<file path="config.mk">
export PLATFORM = sky130hd
export DESIGN_NAME = recip_nr_stream
export DESIGN_NICKNAME = d
export VERILOG_FILES = /design/src/rtl/recip_nr_stream.sv
export SDC_FILE = /design/constraint.sdc
export NUM_CORES = 2
export LEC_CHECK = 0
export ABC_AREA = 1
export ABC_CLOCK_PERIOD_IN_PS = 8200
export BUFFER_PORTS_ARGS = -buffer_cell sky130_fd_sc_hd__buf_2
export CELL_PAD_IN_SITES_DETAIL_PLACEMENT = 1
export CELL_PAD_IN_SITES_GLOBAL_PLACEMENT = 1
export CORE_ASPECT_RATIO = 1.25
export CORE_MARGIN = 4
export CORE_UTILIZATION = 30
export DETAILED_ROUTE_END_ITERATION = 8
export GPL_TIMING_DRIVEN = 0
export HOLD_SLACK_MARGIN = 0.1
export PLACE_DENSITY_LB_ADDON = 0.2
export RECOVER_POWER = 100
export REMOVE_ABC_BUFFERS = 1
export SETUP_SLACK_MARGIN = 0.5
export SYNTH_ARGS = -nofsm -noshare
export SYNTH_HDL_FRONTEND = slang
export SYNTH_SLANG_ARGS = --single-unit
</file>
<file path="constraint.sdc">
create_clock -name CLK -period 8.2 [get_ports CLK]
set_clock_uncertainty 0.2 [all_clocks]
set_input_delay 1.64 -clock CLK [delete_from_list [all_inputs] [get_ports CLK]]
set_output_delay 1.64 -clock CLK [all_outputs]
set_load 0.1 [all_outputs]
</file>
<file path="src/rtl/recip_nr_stream.sv">
// Newton-Raphson reciprocal of a normalised mantissa x in [1,2): LUT seed, then iter_cnt refinement steps on one shared multiplier.
// Latency: 2 + 2*iter cycles from the accept edge to out_valid; an unnormalised operand goes straight to DONE on the accept edge.
// Backpressure: one operand in flight; in_ready only in IDLE; the result is held in DONE until out_ready.
// Ports:
//   CLK, RST           clock and synchronous active-high reset
//   in_valid/in_ready  operand handshake; din (1.(WL-1)) and iter_cnt are sampled on accept
//   out_valid/out_ready result handshake; dout (1.(WL-1)) and err are registered and held while stalled
module recip_nr_stream #(
   parameter int WL       = 24,
   parameter int LUT_ADDR = 6,
   parameter int LUT_BITS = 10,
   parameter int DWL      = 26,
   parameter int ITER_MAX = 3,
   parameter int IW       = $clog2(ITER_MAX + 1)
) (
   input  logic          CLK,
   input  logic          RST,
   input  logic          in_valid,
   output logic          in_ready,
   input  logic [WL-1:0] din,
   input  logic [IW-1:0] iter_cnt,
   output logic          out_valid,
   input  logic          out_ready,
   output logic [WL-1:0] dout,
   output logic          err
);

   // Extra fraction bits carried internally beyond the output word.
   localparam int SH    = DWL - WL;
   localparam int ROM_N = 1 << LUT_ADDR;
   // 1.0 in the output format, one bit wider so rounding overflow is visible.
   localparam logic [WL:0] ONE_W = (WL + 1)'(1) << (WL - 1);

   typedef enum logic [2:0] {
      IDLE,
      SEED,
      MUL_E,
      MUL_Y,
      ROUND,
      DONE
   } state_t;

   state_t          state_q, state_d;
   logic [WL-1:0]   x_q, x_d;
   logic [DWL-1:0]  y_q, y_d;
   logic [DWL-1:0]  e_q, e_d;
   logic [IW-1:0]   cnt_q, cnt_d;
   logic [WL-1:0]   dout_q, dout_d;
   logic            err_q, err_d;

   // Seed for interval i is 1/(interval midpoint), rounded to LUT_BITS.
   function automatic int seed_val(input int i);
      int num;
      int den;
      num = 1 << (LUT_BITS + LUT_ADDR);
      den = (1 << (LUT_ADDR + 1)) + 2 * i + 1;
      return (2 * num + den) / (2 * den);
   endfunction

   logic [LUT_BITS-1:0] seed_rom [ROM_N];

   for (genvar gi = 0; gi < ROM_N; gi++) begin : g_rom
      assign seed_rom[gi] = LUT_BITS'(seed_val(gi));
   end

   logic [DWL-1:0] seed_y;
   assign seed_y = {seed_rom[x_q[WL-2 -: LUT_ADDR]], {(DWL - LUT_BITS){1'b0}}};

   // Operands wider than ITER_MAX are quietly limited.
   logic [IW-1:0] iter_clamped;
   assign iter_clamped = (int'(iter_cnt) > ITER_MAX) ? IW'(ITER_MAX) : iter_cnt;

   // Single multiplier: x*y in MUL_E, y*(~e) in MUL_Y. Both operands are
   // 1.(DWL-1), so the product is 2.(2*DWL-2); keep the 1.(DWL-1) window.
   // Both products stay below 2, so the top bit is always zero.
   logic [DWL-1:0]   mul_a, mul_b, mul_trunc;
   logic [2*DWL-1:0] prod;

   assign mul_a     = y_q;
   assign mul_b     = (state_q == MUL_Y) ? ~e_q : {x_q, {SH{1'b0}}};
   assign prod      = {{DWL{1'b0}}, mul_a} * {{DWL{1'b0}}, mul_b};
   assign mul_trunc = prod[2*DWL-2 -: DWL];

   // Round to nearest, ties away from zero (y is positive, so add half an
   // output LSB), then clamp anything above 1.0.
   logic [DWL:0]  rnd_sum;
   logic [WL:0]   rnd_val;
   logic [WL-1:0] rnd_out;

   assign rnd_sum = {1'b0, y_q} + (DWL + 1)'(1 << (SH - 1));
   assign rnd_val = rnd_sum[DWL:SH];
   assign rnd_out = (rnd_val > ONE_W) ? ONE_W[WL-1:0] : rnd_val[WL-1:0];

   logic unused_bits;
   assign unused_bits = ^{prod[2*DWL-1], prod[DWL-2:0], rnd_sum[SH-1:0]};

   always_comb begin
      state_d = state_q;
      x_d     = x_q;
      y_d     = y_q;
      e_d     = e_q;
      cnt_d   = cnt_q;
      dout_d  = dout_q;
      err_d   = err_q;
      unique case (state_q)
         IDLE: begin
            if (in_valid) begin
               x_d = din;
               if (!din[WL-1]) begin
                  cnt_d   = '0;
                  dout_d  = '0;
                  err_d   = 1'b1;
                  state_d = DONE;
               end else begin
                  cnt_d   = iter_clamped;
                  state_d = SEED;
               end
            end
         end
         SEED: begin
            y_d     = seed_y;
            state_d = (cnt_q == '0) ? ROUND : MUL_E;
         end
         MUL_E: begin
            e_d     = mul_trunc;
            state_d = MUL_Y;
         end
         MUL_Y: begin
            y_d     = mul_trunc;
            cnt_d   = cnt_q - IW'(1);
            state_d = (cnt_q == IW'(1)) ? ROUND : MUL_E;
         end
         ROUND: begin
            dout_d  = rnd_out;
            err_d   = 1'b0;
            state_d = DONE;
         end
         DONE: begin
            if (out_ready) begin
               state_d = IDLE;
            end
         end
         default: state_d = IDLE;
      endcase
   end

   always_ff @(posedge CLK) begin
      if (RST) begin
         state_q <= IDLE;
         x_q     <= '0;
         y_q     <= '0;
         e_q     <= '0;
         cnt_q   <= '0;
         dout_q  <= '0;
         err_q   <= 1'b0;
      end else begin
         state_q <= state_d;
         x_q     <= x_d;
         y_q     <= y_d;
         e_q     <= e_d;
         cnt_q   <= cnt_d;
         dout_q  <= dout_d;
         err_q   <= err_d;
      end
   end

   assign in_ready  = (state_q == IDLE);
   assign out_valid = (state_q == DONE);
   assign dout      = dout_q;
   assign err       = err_q;

endmodule
</file>
Word-level counts from Yosys, hierarchy flattened
Memories as Yosys holds them, arrays and structs flattened.
Index checks and enable logic that the tools add are counted.
{"block": "classes", "n_addsub": 2, "n_mul": 1, "magnitude_cmp": 2, "eq_ne": 9, "muxes": 20, "bitwise_logic": 2, "n_reduce_logical": 9}
{"op": "$mux W24", "count": 3}
{"op": "$pmux W26 S2", "count": 1}
{"op": "$mul A26 B26 Y51", "count": 1}
{"op": "$pmux W24 S2", "count": 1}
{"op": "$add A26 B2 Y27 const B", "count": 1}
{"op": "$mux W26", "count": 1}
{"op": "$not A26 Y26", "count": 1}
{"op": "$gt A25 B24 Y1 const B", "count": 1}
{"op": "$mux W10", "count": 2}
{"op": "$pmux W3 S6", "count": 1}
{"op": "$mux W3", "count": 5}
{"op": "$ge A7 B7 Y1 const B", "count": 1}
{"op": "$not A6 Y7", "count": 1}
{"op": "$eq A3 B2 Y1 const B", "count": 2}
{"op": "$eq A3 B3 Y1 const B", "count": 2}
{"op": "$reduce_and A2 Y1", "count": 3}
{"op": "$reduce_bool A2 Y1", "count": 3}
{"op": "$mux W2", "count": 2}
{"op": "$ne A2 B2 Y1 const B", "count": 2}
{"op": "$pmux W2 S2", "count": 1}
{"op": "$eq A3 B1 Y1 const B", "count": 1}
{"op": "$logic_not A3 Y1", "count": 1}
{"op": "$reduce_and A3 Y1", "count": 1}
{"op": "$eq A2 B1 Y1 const B", "count": 1}
{"op": "5 further kinds", "count": 6}
{"block": "totals", "regBits": 106, "romBits": 640, "output_inout_bits": 27, "wordCells": 53, "mem_count": 1}
{"name": "(no name shown)", "depth": 64, "word_bits": 10, "rd": 1, "rd_clocked_by_memory_dff": 0, "write_ports": 0, "line_no": "67", "rtl": "assign seed_y = {seed_rom[x_q[WL-2 -: LUT_ADDR]], {(DWL - LUT_BITS){1'b0}}};"}

Depth between registers and ports, before layout
{"block": "logic_depth", "depth_word": 5, "ltp_mapped": 39}

Worst setup path before layout
OpenSTA, ideal clock, no wires.
{"block": "synth_timing", "path_type": "reg2reg", "startpoint": "register state_q[2]", "endpoint": "register e_q[20]", "setup_ns": 0.109, "arrival_ns": 6.647, "required_time_ns": 7.891, "path_slack_ns": 1.244, "path_stages_with_launch": 34, "n_path_buf": 2, "period_less_slack_ns": 6.956, "cell_sequence": "dfxtp_1 > inv_1 > nand3_1 > clkbuf_1 > o21ai_0 > inv_1 > clkbuf_1 > nand2_1 > fa_1 > inv_1 > fa_1 > inv_1 > fa_1 > inv_1 > fa_1 > inv_1 > fa_1 > inv_1 > fa_1 > inv_1 > fa_1 > inv_1 > ha_1 > nand2_1 > nand2_1 > a21oi_1 > a21boi_0 > nor2_1 > o21ai_0 > nand4_1 > nand2_1 > nand2_1 > nand2_1 > inv_1"}
{"block": "synth_via", "elab_chain_len": 3}
{"item": "start: declaration", "line_no": "43", "rtl": "state_t state_q, state_d;"}
{"item": "start signal: assignment", "line_no": "157", "rtl": "state_q <= state_d;"}
{"item": "$eq A3 B2 Y1", "line_no": "80", "rtl": "assign mul_b = (state_q == MUL_Y) ? ~e_q : {x_q, {SH{1'b0}}};"}
{"item": "$mux W26", "line_no": "80"}
{"item": "$mul A26 B26 Y51", "line_no": "81", "rtl": "assign prod = {{DWL{1'b0}}, mul_a} * {{DWL{1'b0}}, mul_b};"}
{"item": "end signal: assignment", "line_no": "152", "rtl": "e_q <= '0;"}
{"item": "end signal: assignment", "line_no": "160", "rtl": "e_q <= e_d;"}
{"item": "end: declaration", "line_no": "46", "rtl": "logic [DWL-1:0] e_q, e_d;"}
Several ways; a longest one is shown, not always the timed one.
A chain may end at the register's enable or synchronous reset.

Worst setup path in the final report
{"block": "layout_timing", "startpoint": "register state_q[0]", "endpoint": "register y_q[5], in the netlist mul_a[5]"}
{"block": "layout_via", "elab_chain_len": 4}
{"item": "$eq A3 B2 Y1", "line_no": "80, 105"}
{"item": "$mux W26", "line_no": "80"}
{"item": "$mul A26 B26 Y51", "line_no": "81"}
{"item": "$pmux W26 S2", "line_no": "105", "rtl": "unique case (state_q)"}
{"item": "end signal: assignment", "line_no": "159", "rtl": "y_q <= y_d;"}
{"item": "end: declaration", "line_no": "45", "rtl": "logic [DWL-1:0] y_q, y_d;"}
Several ways; a longest one is shown, not always the timed one.

==> impl_results.rst <==
.. list-table::
   :header-rows: 1

   * - Metric
     - Value
   * - Setup repair after global routing missed its margin
     - yes
   * - Result of the run
     - finished with violations
   * - Starting density of the core
     - 30.2%
   * - Routed wire length
     - between 100000 and 150000 um
   * - Critical Path AT
     - approximately 8 ns
   * - Die Outline Area
     - just under 0.1 mm2
   * - HPWL after detailed placement
     - just under 90000 um
   * - CP dominant cell by count
     - inv_1
   * - Post-synthesis instance area
     - about 0.028 mm2
   * - Critical path fanouts, max
     - 7
   * - Layout cell share with drive strength beyond 1
     - 16.0%
   * - Final global-route overflow total
     - 0
   * - Pre-CTS worst setup slack
     - -1.68 ns
   * - Ratio of routed vias to standard cells
     - 4.88
   * - Die W
     - 281 um
   * - Peak supply drop
     - between 150 and 200 uV
   * - Area overhead of the layout relative to synthesis
     - 17.7%
   * - Kind of cell adding the most delay to the critical path
     - adder cells
   * - Clock transition at path regs
     - around 0.1 ns
   * - Worst slew margin relative to its limit
     - -0.933%
   * - Startpoint class of the critical path
     - register
   * - Total CTS buffers
     - 9
   * - Type of the worst setup path
     - register to register
   * - Transition time of the tightest slew-check pin
     - roughly 1.5 ns
   * - Fmax
     - 130 MHz
   * - Critical R2R Launch
     - state_q[0]
   * - Overall die height
     - 350 um
   * - Skew-Pair Late Insertion Delay
     - 0.44 ns
   * - Post-synthesis sequential area ratio
     - 7.57%
   * - DRC marker count from the first detailed-route iteration
     - ~1300
   * - Count of mapped cells out of synthesis
     - 3749
   * - TritonCTS sink count
     - 106
   * - Total number of nets in the final design
     - 4648
   * - Proportion of register bits with asynchronous set or reset after synthesis
     - 0%
   * - Slew Limit Fails
     - 22
   * - DRC errors left
     - 0
   * - Via count of the first global-routing pass
     - 26845
   * - Initial antenna violation count
     - 0
   * - Wire length of the first global-routing pass
     - ~170000 um
   * - Violations in the final reports
     - max-capacitance violations, max-slew violations
   * - Source of the worst hold timing path
     - x_q[13]
   * - TritonCTS clock tree
     - built
   * - Minimum period implied by the final worst setup slack
     - 7.69 ns
   * - Leading cell type in the layout, fill and taps excluded
     - inv_1
   * - Capture endpoint of the worst hold path
     - x_q[13]
   * - Sum of buffers and inverters on the critical path
     - 12
   * - Number of placement rows
     - 125
   * - Port Buf Inserts
     - 56
   * - Number of failing hold endpoints at the final stage
     - 0
   * - Gp weighted congestion
     - 0.873
   * - Number of standard cells in the final layout excluding fillers
     - around 5100
   * - First drt pass iteration count
     - 5
   * - Min-Delay Path Depth
     - 2
   * - Standard cell core area
     - 0.0929 mm2
   * - Max-cap violations
     - 1
   * - Largest stage delay on the critical path
     - 0.55 ns
   * - Final count of negative-setup-slack endpoints
     - 0
   * - Top-level I/O count
     - 57
   * - Power density normalized to cell area
     - 116 mW/mm2
   * - Ranking of synthesized cells by area
     - fa_1, inv_1, nand2_1
   * - Nature of the critical path endpoint
     - register
   * - Number of synthesized flops with an enable pin
     - 0
   * - Unique masters post-synth
     - 49
   * - Count of state elements after synthesis
     - 106
   * - Max H-tree Level
     - 3
   * - Leakage dissipation
     - 15.8 nW
   * - Remaining antenna violation count
     - 0
   * - Yosys synthesis warning count
     - 0
   * - Crit share post-route
     - between 90% and 100%
   * - Endpoint of the lowest-slack register-to-register path
     - mul_a[5]
   * - Post-synth top area share
     - 40.9%
   * - Commonest cells after routing, fill and taps aside
     - inv_1, nand2_1, fa_1
   * - Average instance area after synthesis
     - 7.48 um2
   * - Worst R2R Setup Slack
     - 0.51 ns
   * - Number of buffers on the longest clock path
     - 2
   * - Setup WS post-layout
     - about 0.51 ns
   * - Path category of the worst min-delay check
     - register to register
   * - Wire per inst
     - 22.8 um
   * - Global routing usage summed across all routing layers
     - 23.3%
   * - Most used flip-flop cell after synthesis
     - dfxtp_1
   * - CTS root buffer
     - clkbuf_16
   * - Number of instances in the placed design
     - between 4000 and 5000
   * - DR vias
     - ~25000
   * - Depth of the most critical reg-to-reg path
     - 32
   * - Largest net degree at the start of global routing
     - 59
   * - Area leader, netlist
     - fa_1
   * - CP Data Required Time
     - 8.34 ns
   * - Cell at the slowest stage of the critical path
     - fa_1
-- metal layers --
metal  global-route usage [%]  routed length (um)  vias up
li1                         -                   -    11171
met4                     6.48                3030        0
met5                        0                   0        -
met1                     28.7               47000    12980
met3                     2.03                4220      112
met2                     43.4               61300      439
-- repair_timing --
action	4_1_cts	5_1_grt
endpoints found under the setup margin	52	52
hold buffers	0	0
setup buffers	99	76
cloned	13	7
resized for setup	161	237
pin swaps	14	66
-- cell families (layout without fill, tap and decap cells) --
group | after synthesis | count (layout) | synth area share [%]
buffers and inverters | 1068 | 1174 | 14.7
AOI/OAI and AO/OA | 344 | 345 | 6.81
xor gates and xnor gates | 17 | 17 | 0.531
and+or+nand+nor | 1451 | 1455 | 21.0
DFF | 106 | 106 | 7.57
adders and majority gates | 763 | 763 | 49.4
other | 0 | 1 | 0
-- registers in the layout (all words and copies together) (netlist names) --
| signal | cells |
|---|---|
| e_q | 26 |
| mul_a | 26 |
| dout | 24 |
| x_q | 24 |
| state_q | 3 |
| cnt_q | 2 |
| err | 1 |
-- cells in the mapped netlist, types with 4 or more instances --
| cell | instances |
|---|---|
| a21oi_2 | 20 |
| buf_4 | 17 |
| or2_2 | 6 |
| nor2_1 | 508 |
| buf_2 | 7 |
| a22oi_1 | 4 |
| nor2_4 | 5 |
| inv_1 | 883 |
| nand2_1 | 770 |
| ha_1 | 191 |
| nand2_4 | 6 |
| xor2_1 | 15 |
| buf_1 | 5 |
| clkbuf_1 | 140 |
| o211ai_1 | 6 |
| nand2_2 | 28 |
| nor4_1 | 4 |
| nor3_1 | 14 |
| nor2_2 | 4 |
| o21ai_0 | 105 |
| clkinv_1 | 6 |
| o21bai_1 | 8 |
| buf_6 | 4 |
| o21ai_1 | 13 |
| a21oi_1 | 165 |
| nand3_1 | 79 |
| inv_2 | 6 |
| nand4_1 | 15 |
| fa_1 | 572 |
| dfxtp_1 | 106 |
-- where the power goes --
| group | switching, mW | internal, mW | leakage, nW | total (mW) |
|---|---|---|---|---|
| combinational | 1.68 | 0.892 | 14.7 | 2.58 |
| sequential | 0.139 | 0.573 | 0.877 | 0.712 |
| clock | 0.296 | 0.251 | 0.157 | 0.546 |
-- cell type report --
type / instances / area [um2]
Fill cell: 11296 / 59900
Multi-Input combinational cell: 2580 / 23100
Inverter: 895 / 3520
Timing Repair Buffer: 251 / 2310
Sequential cell: 106 / 2170
Tap cell: 1206 / 1510
Clock buffer: 9 / 225
Clock inverter: 7 / 106
Timing Repair inverter: 12 / 77.6
Antenna cell: 1 / 2.50
-- worst max path at each step --
stage          endpoint  slack [ns]       start  cells past startpoint
2_1_floorplan   e_q[24]       -0.17  state_q[1]                     29
3_3_place_gp    e_q[25]       -5.45  state_q[1]                     27
3_5_place_dp    e_q[25]       -1.68  state_q[2]                     26
4_1_cts        mul_a[7]        0.47  state_q[2]                     33
5_1_grt          e_q[5]        0.22  state_q[0]                     32
6_report       mul_a[5]        0.51  state_q[0]                     32
-- stage by stage --
step | util, % | power (mW) | hold WS, ns | cell area, um2 | setup TNS (ns)
floorplan | - | 1.80 | 0.232 | 27300 | -1.92
global placement | 31.3 | 2.66 | 0.243 | 29100 | -261.65
detailed placement | 31.7 | 2.75 | 0.250 | 29500 | -72.77
CTS | 33.8 | 3.63 | 0.265 | 31400 | 0
global route | 35.5 | 4.07 | 0.288 | 33000 | 0
finish | 35.5 | 3.83 | 0.258 | 33000 | 0
-- tightest hold or removal path, stage by stage (launching register included) --
cell     delay, ns
dfxtp_1       0.31
inv_1         0.06
a21oi_1       0.05
(Power assumes the default switching activity.)
